==> src/rtl/alu_op_pkg.sv <==
`default_nettype none
// ============================================================================
// Module      : alu_op_pkg
// Description : Core decode package shared by the ALU-op bridge and ALU
//               control: ALU operation class codes plus the priority encoder
//               and flag-count helpers.
// Revision    : 1.0 - initial release
// ============================================================================
package alu_op_pkg;

    localparam logic [2:0] ALUOP_R       = 3'b000;
    localparam logic [2:0] ALUOP_I       = 3'b001;
    localparam logic [2:0] ALUOP_BR      = 3'b010;
    localparam logic [2:0] ALUOP_JUMP    = 3'b011;
    localparam logic [2:0] ALUOP_LOAD    = 3'b100;
    localparam logic [2:0] ALUOP_STORE   = 3'b101;
    localparam logic [2:0] ALUOP_LUI     = 3'b110;
    localparam logic [2:0] ALUOP_DEFAULT = 3'b111;

    localparam int unsigned C_NUM_CLASSES = 8;

    // Field order is the resolution priority, highest first.
    typedef struct packed {
        logic r_type;
        logic load;
        logic store;
        logic branch;
        logic i_type;
        logic jalr;
        logic jal;
        logic lui;
    } class_flags_t;

    function automatic logic [2:0] alu_op_encode(input class_flags_t flags);
        logic [2:0] code;
        code = ALUOP_DEFAULT;
        if (flags.r_type)      code = ALUOP_R;
        else if (flags.load)   code = ALUOP_LOAD;
        else if (flags.store)  code = ALUOP_STORE;
        else if (flags.branch) code = ALUOP_BR;
        else if (flags.i_type) code = ALUOP_I;
        else if (flags.jalr)   code = ALUOP_JUMP;
        else if (flags.jal)    code = ALUOP_JUMP;
        else if (flags.lui)    code = ALUOP_LUI;
        return code;
    endfunction

    function automatic logic [3:0] flag_count(input class_flags_t flags);
        logic [3:0] cnt;
        logic [C_NUM_CLASSES-1:0] bits;
        bits = flags;
        cnt  = 4'd0;
        for (int k = 0; k < C_NUM_CLASSES; k++) begin
            cnt = cnt + {3'b000, bits[k]};
        end
        return cnt;
    endfunction

endpackage : alu_op_pkg
`default_nettype wire

==> src/rtl/alu_op.sv <==
`default_nettype none
// ============================================================================
// Module      : alu_op
// Description : Main-decoder to ALU-control bridge. Priority-encodes the
//               instruction-class flags into a 3-bit ALU op class and flags
//               simultaneous class assertion; both outputs registered.
// Revision    : 1.0 - initial release
// ============================================================================
module alu_op
    import alu_op_pkg::*;
(
    input  logic       clk_i,
    input  logic       rst_i,
    input  logic       r_type_i,
    input  logic       i_type_i,
    input  logic       store_i,
    input  logic       load_i,
    input  logic       branch_i,
    input  logic       jal_i,
    input  logic       jalr_i,
    input  logic       lui_i,
    output logic [2:0] aluop_o,
    output logic       multi_hot_o
);

    class_flags_t w_flags;
    logic [2:0]   w_aluop_next;
    logic         w_multi_hot_next;
    logic [2:0]   r_aluop;
    logic         r_multi_hot;

    always_comb begin
        w_flags        = '0;
        w_flags.r_type = r_type_i;
        w_flags.load   = load_i;
        w_flags.store  = store_i;
        w_flags.branch = branch_i;
        w_flags.i_type = i_type_i;
        w_flags.jalr   = jalr_i;
        w_flags.jal    = jal_i;
        w_flags.lui    = lui_i;
    end

    always_comb begin
        w_aluop_next     = alu_op_encode(w_flags);
        w_multi_hot_next = (flag_count(w_flags) >= 4'd2);
    end

    // Reset parks the output on the NOP code so ALU control sees no class.
    always_ff @(posedge clk_i or posedge rst_i) begin
        if (rst_i) begin
            r_aluop     <= ALUOP_DEFAULT;
            r_multi_hot <= 1'b0;
        end else begin
            r_aluop     <= w_aluop_next;
            r_multi_hot <= w_multi_hot_next;
        end
    end

    assign aluop_o     = r_aluop;
    assign multi_hot_o = r_multi_hot;

endmodule : alu_op
`default_nettype wire

==> config.mk <==
export PLATFORM = sky130hd
export DESIGN_NAME = alu_op
export DESIGN_NICKNAME = d
export VERILOG_FILES = /design/src/rtl/alu_op_pkg.sv /design/src/rtl/alu_op.sv
export SDC_FILE = /design/constraint.sdc
export NUM_CORES = 1
export LEC_CHECK = 0
export CAP_MARGIN = 20
export CORE_AREA = 2 2 39 41
export DETAILED_ROUTE_END_ITERATION = 6
export DIE_AREA = 0 0 41 43
export SLEW_MARGIN = 15
export SYNTH_ARGS = -nofsm -noshare
export SYNTH_HDL_FRONTEND = slang
export SYNTH_SLANG_ARGS = --single-unit
==> constraint.sdc <==
create_clock -name clk_i -period 1.09 [get_ports clk_i]
set_input_delay 0.218 -clock clk_i [delete_from_list [all_inputs] [get_ports clk_i]]
set_output_delay 0.218 -clock clk_i [all_outputs]
set_load 0.005 [all_outputs]
==> out/metrics.yaml <==
status: "finished, violations left"
violations: "negative setup slack"
seq_area_frac_synth: 0.312
crit_fanout: 2
ios: 14
finalHoldViolCount: 0
first_global_vias: 312
multiInputGateArea_um2: 218
maxSlewHeadroom: 0.844
rsz0062_at_grt: "true"
cts_buffer_depth: 2
hold_path.class: "in -> async"
drtIter0Drc: 0
grt_pass1_wl_um: 1210
min_period_over_period: 2.51
portBuffers: 13
grt_max_degree: 5
die_height_um: 43
dp.cells: 72
fin_cells: 76
slowest_delay_ns: 0.52
cts_tree: "yes"
die_w_um: 41
routedWlPerCell_um: 9.30
synth_warnings: 0
syn_to_final_growth_pct: 83.8
start_util: 0.241
ys_ff_latch: 4
crit_slowest_cell: "fa_1"
avgSynthCellArea_um2: 10.1
path_class: "in -> reg"
pre_cts_ws_ns: -2.33
switchingPower_w: 0.000195
fillers: 148
cts.sink_count: 4
drv_slew: 0
viasPerCell: 4.04
htree_levels: 1
p_clk_frac: 0.293
syn_inst: 33
max_freq_mhz: 365
whs_ns: 0.160
seqPwrFrac: 0.269
fp.coreArea_um2: 1380
place_congestion: 0.703
dp_hpwl_um: 637
p_int_w: 0.000484
fin_ws_ns: -1.65
cts-root-buf: "clkbuf_4"
ir_drop_v: 0.000382
drtPass1Iterations: 1
min_period_ns: 2.74
final_nets: 78
critPathArrivalTime_ns: 2.85
cts_buffers: 3
p_sw_frac: 0.288
antenna_found_initial: 0
wl_um: 707
final-setup-viol-count: 1
clkTransAtPathRegs_ns: 0.04
cts_hold_buf: 0
synth_area_um2: 333
power_w: 0.000679
diodes: 0
ant_nets: 0
critical_path.top_delay_family: "adder cells"
comb_power_share: 0.438
cp-end-kind: "flop"
track_usage: 0.109
yosysUniqueCellTypes: 15
syn_nets: 50
power_leakage_nw: 0.308
dieArea_um2: 1760
row_count: 14
crit_buf_inv: 3
seq_area_um2: 104
cap_violations: 0
grt_overflow: 0
p_per_area_nw_per_um2: 1110
critPathRequiredTime_ns: 1.20
drive_gt1_frac: 0.467
cp_cell_sequence: "buf_6, fa_1, inv_1, fa_1, fa_1, inv_2, ha_4, fa_1, nor4bb_1, a21oi_1"
drc: 0
num_vias: 307
worst_slew_pin_slew_ns: 0.231
worst_path_most_repeated_cell: "fa_1"
start_kind: "input pin"
## worst paths after layout
| check | from | endpoint | slack [ns] | cells past startpoint |
|---|---|---|---|---|
| worst max-delay path | r_type_i | multi_hot_o | -1.65 | 10 |
| worst min-delay path | rst_i | multi_hot_o | 0.16 | 2 |
| max in group asynchronous | rst_i | aluop_o[2] | 0.70 | 2 |
| min in group clk_i | r_type_i | aluop_o[2] | 0.20 | 3 |
## placed cells by master, fill, tap and decap left out, types with 2 or more instances in the layout
cell             count
buf_4               10
inv_1                9
buf_6                5
fa_1                 4
dfstp_2              3
clkbuf_4             3
nor3_1               2
ha_1                 2
clkdlybuf4s15_1      2
dlygate4sd2_1        2
clkdlybuf4s50_1      2
## cell families after synthesis
logic type / count (synthesis) / synth area share
compound gates: 4 / 0.0790
fa+ha+maj: 7 / 0.353
buf+inv: 10 / 0.113
flops: 4 / 0.312
simple gates: 8 / 0.143
## what timing repair did
action,4_1_cts,5_1_grt
pin swaps,7,7
resized for setup,33,10
setup buffers,0,0
endpoints found under the setup margin,8,7
## sequential cells by signal, indices dropped and copies added (netlist names)
| name | flops |
|---|---|
| aluop_o | 3 |
| multi_hot_o | 1 |
## per-layer routing
layer,vias to the layer above,part of all wire,GRT usage
met5,-,0,0
met3,2,0.064,0.0314
met1,139,0.37,0.104
li1,158,-,-
met4,0,0.014,0.100
met2,8,0.55,0.172
## cell usage after synthesis
library cell  count  area (um^2)
nor3_1            2         10.0
a21oi_1           2         10.0
nor4bb_1          1         10.0
dfrtp_1           1         25.0
a211oi_1          1         7.51
inv_1            10         37.5
ha_1              3         37.5
nand2_1           1         3.75
a221oi_1          1         8.76
nor2_1            1         3.75
or4_1             1         7.51
dfstp_2           3         78.8
or2_2             1         6.26
nor2b_1           1         6.26
fa_1              4         80.1
## area by class of cell
cell class	instances	area share
inverter	10	0.0613
multi-input combinational	19	0.356
clock buffer	4	0.0429
tap	16	0.0327
timing repair buffer	23	0.337
sequential	4	0.170
## stage by stage
stage               utilization  cell area [um^2]  TNS, ns
floorplan                     -               333    -1.74
global placement          0.403               558    -3.79
detailed placement        0.403               558    -3.87
CTS                       0.415               574    -1.76
global route              0.442               612    -1.74
finish                    0.442               612    -1.65
## power by group through the flow
stage	clock network, W	logic (W)	registers, W
final	0.000199	0.000298	0.000183
after global routing	0.000219	0.000342	0.000185
after CTS	0.000206	0.000294	0.000181
after detailed placement	0	0.000295	0.000183
after global placement	0	0.000287	0.000183
after floorplan	0	0.000132	0.000188
(Power assumes the default switching activity.)
